--- src/rtl/addsub_pipe_if.sv ---
// rtl/addsub_pipe_if.sv - operand/result handshake bundle for the pipelined adder/subtractor
interface addsub_pipe_if #(
   parameter int WIDTH = 32
) ();
   logic             in_valid;
   logic             in_ready;
   logic [WIDTH-1:0] a;
   logic [WIDTH-1:0] b;
   logic             cin;
   logic             sub;
   logic             sat;
   logic             out_valid;
   logic             out_ready;
   logic [WIDTH-1:0] sum;
   logic             cout;
   logic             overflow;

   modport master (
      output in_valid, a, b, cin, sub, sat, out_ready,
      input  in_ready, out_valid, sum, cout, overflow
   );

   modport slave (
      input  in_valid, a, b, cin, sub, sat, out_ready,
      output in_ready, out_valid, sum, cout, overflow
   );
endinterface

--- src/rtl/addsub_pipe.sv ---
// rtl/addsub_pipe.sv - skewed ripple-carry add/subtract pipeline with signed saturation
module addsub_pipe #(
   parameter int WIDTH  = 32,
   parameter int STAGES = 4
) (
   input logic          clk,
   input logic          rst_n,
   addsub_pipe_if.slave bus
);
   localparam int CHUNK = WIDTH / STAGES;
   localparam int LAST  = STAGES - 1;

   logic [WIDTH-1:0]  a_q   [STAGES];
   logic [WIDTH-1:0]  b_q   [STAGES];
   logic [WIDTH-1:0]  r_q   [STAGES];
   logic              c_q   [STAGES];
   logic              sat_q [STAGES];
   logic [STAGES-1:0] v_q;

   logic [WIDTH-1:0]  src_a [STAGES];
   logic [WIDTH-1:0]  src_b [STAGES];
   logic [WIDTH-1:0]  src_r [STAGES];
   logic              src_c [STAGES];
   logic              src_s [STAGES];
   logic [WIDTH-1:0]  r_n   [STAGES];
   logic              c_n   [STAGES];
   logic [CHUNK:0]    part;

   logic [STAGES-1:0] adv;
   logic [STAGES-1:0] load;
   logic              room;
   logic              raw_ov;

   // Walk from the output back: a stage advances when everything downstream can make room.
   always_comb begin
      adv  = '0;
      room = bus.out_ready;
      for (int k = LAST; k >= 0; k--) begin
         adv[k] = v_q[k] & room;
         room   = ~v_q[k] | room;
      end
   end

   assign bus.in_ready = rst_n & room;

   always_comb begin
      load    = '0;
      load[0] = bus.in_valid & bus.in_ready;
      for (int k = 1; k < STAGES; k++) begin
         load[k] = adv[k-1];
      end
   end

   // Stage k adds its own chunk; B is inverted once at entry so all stages are plain adders.
   always_comb begin
      part     = '0;
      src_a[0] = bus.a;
      src_b[0] = bus.sub ? ~bus.b : bus.b;
      src_r[0] = '0;
      src_c[0] = bus.sub | bus.cin;
      src_s[0] = bus.sat;
      for (int k = 1; k < STAGES; k++) begin
         src_a[k] = a_q[k-1];
         src_b[k] = b_q[k-1];
         src_r[k] = r_q[k-1];
         src_c[k] = c_q[k-1];
         src_s[k] = sat_q[k-1];
      end
      for (int k = 0; k < STAGES; k++) begin
         part = {1'b0, src_a[k][k*CHUNK +: CHUNK]} + {1'b0, src_b[k][k*CHUNK +: CHUNK]}
              + {{CHUNK{1'b0}}, src_c[k]};
         r_n[k] = src_r[k];
         r_n[k][k*CHUNK +: CHUNK] = part[CHUNK-1:0];
         c_n[k] = part[CHUNK];
      end
   end

   always_ff @(posedge clk) begin
      if (!rst_n) begin
         v_q <= '0;
         for (int k = 0; k < STAGES; k++) begin
            a_q[k]   <= '0;
            b_q[k]   <= '0;
            r_q[k]   <= '0;
            c_q[k]   <= 1'b0;
            sat_q[k] <= 1'b0;
         end
      end else begin
         for (int k = 0; k < STAGES; k++) begin
            v_q[k] <= load[k] | (v_q[k] & ~adv[k]);
            if (load[k]) begin
               a_q[k]   <= src_a[k];
               b_q[k]   <= src_b[k];
               r_q[k]   <= r_n[k];
               c_q[k]   <= c_n[k];
               sat_q[k] <= src_s[k];
            end
         end
      end
   end

   // Carry into the MSB is recovered from the MSB sum bit, so only the final carry travels.
   assign raw_ov        = a_q[LAST][WIDTH-1] ^ b_q[LAST][WIDTH-1] ^ r_q[LAST][WIDTH-1] ^ c_q[LAST];
   assign bus.out_valid = v_q[LAST];
   assign bus.cout      = c_q[LAST];
   assign bus.overflow  = raw_ov;
   assign bus.sum       = (sat_q[LAST] & raw_ov)
                        ? {a_q[LAST][WIDTH-1], {(WIDTH-1){~a_q[LAST][WIDTH-1]}}}
                        : r_q[LAST];
endmodule
--- src/flat_wrapper.sv ---
// flat-port wrapper written by rule: the top's interface ports become plain ports
module addsub_pipe_flat 
#(
   parameter int WIDTH  = 32,
   parameter int STAGES = 4
)
  (clk, rst_n, bus_in_valid, bus_a, bus_b, bus_cin, bus_sub, bus_sat, bus_out_ready, bus_in_ready, bus_out_valid, bus_sum, bus_cout, bus_overflow);
  addsub_pipe_if #(.WIDTH(WIDTH)) bus_i ();
  input logic clk;
  input logic rst_n;
  input wire logic [$bits(bus_i.in_valid)-1:0] bus_in_valid;
  input wire logic [$bits(bus_i.a)-1:0] bus_a;
  input wire logic [$bits(bus_i.b)-1:0] bus_b;
  input wire logic [$bits(bus_i.cin)-1:0] bus_cin;
  input wire logic [$bits(bus_i.sub)-1:0] bus_sub;
  input wire logic [$bits(bus_i.sat)-1:0] bus_sat;
  input wire logic [$bits(bus_i.out_ready)-1:0] bus_out_ready;
  output wire logic [$bits(bus_i.in_ready)-1:0] bus_in_ready;
  output wire logic [$bits(bus_i.out_valid)-1:0] bus_out_valid;
  output wire logic [$bits(bus_i.sum)-1:0] bus_sum;
  output wire logic [$bits(bus_i.cout)-1:0] bus_cout;
  output wire logic [$bits(bus_i.overflow)-1:0] bus_overflow;
  assign bus_i.in_valid = bus_in_valid;
  assign bus_i.a = bus_a;
  assign bus_i.b = bus_b;
  assign bus_i.cin = bus_cin;
  assign bus_i.sub = bus_sub;
  assign bus_i.sat = bus_sat;
  assign bus_i.out_ready = bus_out_ready;
  assign bus_in_ready = bus_i.in_ready;
  assign bus_out_valid = bus_i.out_valid;
  assign bus_sum = bus_i.sum;
  assign bus_cout = bus_i.cout;
  assign bus_overflow = bus_i.overflow;
  addsub_pipe #(.WIDTH(WIDTH), .STAGES(STAGES)) u_core (.clk(clk), .rst_n(rst_n), .bus(bus_i));
endmodule
--- config.mk ---
export PLATFORM = sky130hd
export DESIGN_NAME = addsub_pipe_flat
export DESIGN_NICKNAME = d
export VERILOG_FILES = /design/src/rtl/addsub_pipe_if.sv /design/src/rtl/addsub_pipe.sv /design/src/flat_wrapper.sv
export SDC_FILE = /design/constraint.sdc
export NUM_CORES = 1
export LEC_CHECK = 0
export CORE_ASPECT_RATIO = 1.5
export CORE_MARGIN = 1.5
export CORE_UTILIZATION = 40
export CTS_CLUSTER_SIZE = 25
export DETAILED_ROUTE_END_ITERATION = 16
export PLACE_DENSITY_LB_ADDON = 0.2
export SLEW_MARGIN = 20
export SYNTH_ARGS = -nofsm -noshare
export SYNTH_HDL_FRONTEND = slang
export SYNTH_SLANG_ARGS = --single-unit
--- constraint.sdc ---
create_clock -name clk -period 5.57 [get_ports clk]
set_input_delay 0.8355 -clock clk [delete_from_list [all_inputs] [get_ports clk]]
set_output_delay 0.8355 -clock clk [all_outputs]
set_load 0.02 [all_outputs]
### After elaboration in Yosys (flattened, before gate mapping)

Memories as Yosys holds them, arrays and structs flattened.
Cells that the tools add are included.

| storage, ports and cells | value |
|---|---|
| output and inout port bits | 36 |
| word-level logic and storage cells | 102 |
| memories kept | 5 |
| bits in registers | 4 |
| bits of input ports | 71 |
| memory bits (writable) | 392 |

Memories:

| name | depth | width | rd ports | clocked after Yosys merged registers in | write ports | line | source |
|---|---|---|---|---|---|---|---|
| u_core.a_q | 4 | 32 | 4 | 0 | 4 | addsub_pipe.sv:13 | `logic [WIDTH-1:0] a_q [STAGES];` |
| u_core.b_q | 4 | 32 | 4 | 0 | 4 | addsub_pipe.sv:14 | `logic [WIDTH-1:0] b_q [STAGES];` |
| u_core.r_q | 4 | 32 | 4 | 0 | 4 | addsub_pipe.sv:15 | `logic [WIDTH-1:0] r_q [STAGES];` |
| u_core.c_q | 4 | 1 | 4 | 0 | 4 | addsub_pipe.sv:16 | `logic c_q [STAGES];` |
| u_core.sat_q | 4 | 1 | 4 | 0 | 4 | addsub_pipe.sv:17 | `logic sat_q [STAGES];` |

| operators by class | value |
|---|---|
| add/sub/neg operators | 8 |
| mux-type cells | 35 |
| bitwise gates (word level) | 53 |

Operators with widths:

| operator | number |
|---|---|
| $mux W32 | 14 |
| $add A8 B8 Y9 | 4 |
| $add A9 B1 Y9 | 4 |
| $not A32 Y32 | 1 |
| $or A1 B1 Y1 | 29 |
| $mux W1 | 21 |
| $and A1 B1 Y1 | 11 |
| $not A1 Y1 | 9 |
| $xor A1 B1 Y1 | 3 |

### Logic depth before layout (Yosys ltp)

| logic depth | value |
|---|---|
| depth after elaboration | 11 |
| gate-level depth with buffers | 10 |
| mapped depth without buffers | 9 |

### Worst setup path before layout

OpenSTA, ideal clock, no wires.

| timing | value |
|---|---|
| path type | input to register |
| from | input bus_sub |
| to | memory u_core.r_q[0][6] (data pin) |
| slack | 2.199 ns |
| library setup time | 0.257 ns |
| required time | 5.313 ns |
| stages | 10 |
| arrival time | 3.114 ns |
| buffers on the path | 2 |
| cells stage by stage | clkbuf_1 buf_2 or2_2 fa_1 fa_1 a211oi_1 o21bai_1 a21oi_1 xor2_1 nor2_1 |

RTL lines:

| element | line | source |
|---|---|---|
| start, declared | flat_wrapper.sv:15 | `input wire logic [$bits(bus_i.sub)-1:0] bus_sub;` |
| end, declared | addsub_pipe.sv:15 |  |

==> flow_summary.toml <==
[outcome]
status = "completed"

[timing]
max_freq_mhz = 270
rsz0062_at_grt = "false"
finalCritPeriodShare_pct = 66.5
tns_ns = 0
slew_violations = 0
finalSetupViolCount = 0
tightest_slew_ns = 0.895
min_period_ns = 3.71
fin_skew_ns = 0.00984
finalHoldViolCount = 0
slew_headroom_pct = 40.3
hold-worst-slack_ns = 0.472

[floorplan]
fp-row-count = 66
coreArea_sq_um = 21700
initial_core_util_pct = 40.9
dieArea_sq_um = 23100
fp.dieH_um = 185
io_pins = 107
chipWidth_um = 125

[power_and_ir_drop]
leakagePower_nw = 4.27
p_per_area_nw_per_um2 = 305
ir_drop_mv = 0.215

[worst_setup_path]
cp_max_fo = 33
worstPathRequired_ns = 4.73
endpoint_kind = "primary output"
start_kind = "flop"
rrSetupSlack_ns = 3.19
worstSetupPathType = "reg2out"
cp_data_arrival_time_ns = 2.87

[worst_hold_path]
hp-class = "reg2reg"

[finish]
mostFrequentLayoutCells = "edfxtp_1, and2_1, clkdlybuf4s50_1"
nets = 872
layout_commonest_cell = "edfxtp_1"
diodes = 0
areaGrowthSynthToFinish_pct = 21.1
post_route_cells_drive_above_1_share_pct = 7.98
fillers = 1883

[job]
maxCapViolations = 0

[global_routing]
antenna_found_initial = 0
grt_max_degree = 57
track_usage_pct = 12.1
grt_pass1_wl_um = 22800
grt_pass1_vias = 4872
grt_overflow = 0

[cts]
cts_sinks = 190
post_cts_buffers = 0
cts_buffers = 17
clockRootBuffer = "clkbuf_16"
worstSkewPairLatency_ns = 0.42
cts_tree = "done"
cts_max_path_buffers = 2
ctsResizeCount = 0
clk_pin_slew_ns = 0.07
cts_hold_buffers = 0
cts_htree_levels = 4

[detailed_routing]
post-route-drc-count = 0
ant_nets = 0
vias = 4865
wirelength_um = 13500
drt_first_pass_iters = 4
drt-vias-per-instance = 4.64
drt_iter0_drc = 228
wl_per_cell_um = 12.9

[logic_synthesis]
syn_nets = 772
ys_types = 48
synth.avg_cell_area_sq_um = 13.3
ys_async_sr_fraction_pct = 0
yosys_warnings = 0
synth_seq_cells = 190
synth_edf_count = 180
syn_inst = 665
yosys_most_used_dff = "edfxtp_1"
yosysSeqAreaShare_pct = 63.1
netlist_area_sq_um = 8880

[place]
port_buffers = 106
dp_hpwl_um = 10200
place_congestion = 0.819
==> path summary, 6_finish.rpt <==
path,cells past startpoint,end,startpoint
worst min-delay path,1,u_core.sat_q[2],u_core.sat_q[2]
worst max-delay path,7,bus_sum[14],u_core.r_q[3][31]
worst min register to register,1,u_core.sat_q[2],u_core.sat_q[2]
worst max register to register,9,u_core.r_q[3][30],u_core.a_q[2][24]
==> through the flow <==
| stage | cells | setup slack (ns) | utilization [%] | area [sq um] | total power [W] |
|---|---|---|---|---|---|
| floorplan | 665 | 2.20 | - | 8880 | 0.00200 |
| global placement | 1018 | 1.85 | 46.8 | 10200 | 0.00215 |
| detailed placement | 1018 | 1.76 | 46.8 | 10200 | 0.00216 |
| CTS | 1049 | 1.46 | 49.5 | 10700 | 0.00332 |
| global route | 1049 | 1.57 | 49.5 | 10700 | 0.00342 |
| finish | 1049 | 1.86 | 49.5 | 10700 | 0.00328 |
==> cell type report <==
| type | count | area (sq um) | area share, % |
|---|---|---|---|
| clock buffer | 18 | 429 | 3.99 |
| clock inverter | 13 | 143 | 1.33 |
| inverter | 18 | 67.6 | 0.629 |
| multi-input combinational | 427 | 3070 | 28.5 |
| sequential | 190 | 5610 | 52.2 |
| tap | 272 | 340 | 3.17 |
| timing repair buffer | 111 | 1090 | 10.2 |
==> registers in the layout, indices dropped and copies added (netlist names) <==
signal	count
u_core.sat_q	4
u_core.b_q	49
u_core.r_q	80
u_core.c_q	4
u_core.a_q	49
u_core.v_q	4
==> Yosys cell counts, drive strengths merged, types with 12 or more instances <==
library cell	instances	area, sq um
and2	130	861
xnor2	31	272
inv	18	67.6
edfxtp	180	5410
o21ai	15	75.1
ha	28	350
buf	12	78.8
nor2	48	183
a21o	38	285
xor2	17	149
nand2	14	52.6
clkbuf	18	68.8
==> cell families (layout without fill, tap and decap cells) <==
| group | Yosys count | count (layout) | synth area share [%] |
|---|---|---|---|
| buffers and inverters | 48 | 160 | 2.42 |
| flip-flops | 190 | 190 | 63.1 |
| adder cells (fa/ha/maj) | 36 | 36 | 5.75 |
| AO/OA/AOI/OAI | 99 | 99 | 7.81 |
| XOR/XNOR | 48 | 48 | 4.74 |
| multiplexers | 2 | 2 | 0.240 |
| AND/OR/NAND/NOR | 242 | 242 | 15.9 |
==> power by group <==
| part | internal, W | switching [W] |
|---|---|---|
| Clock | 0.000662 | 0.000499 |
| Combinational | 0.000212 | 0.000219 |
| Sequential | 0.00166 | 0.0000264 |
| Total | 0.00254 | 0.000745 |
==> critical path, stage by stage (launching register included) <==
cell and delay, ns:
edfxtp_1 0.40, xor2_1 0.18, xnor2_1 0.23, nand2_2 0.39
nor2_2 0.18, buf_4 0.33, a21o_1 0.13, clkdlybuf4s50_1 0.60
==> per-layer routing <==
metal	GRT usage, %	routed length (um)
met1	14.2	6000
met2	21.7	6780
met3	2.62	517
met4	4.64	214
met5	0	0
(Power assumes the default switching activity.)
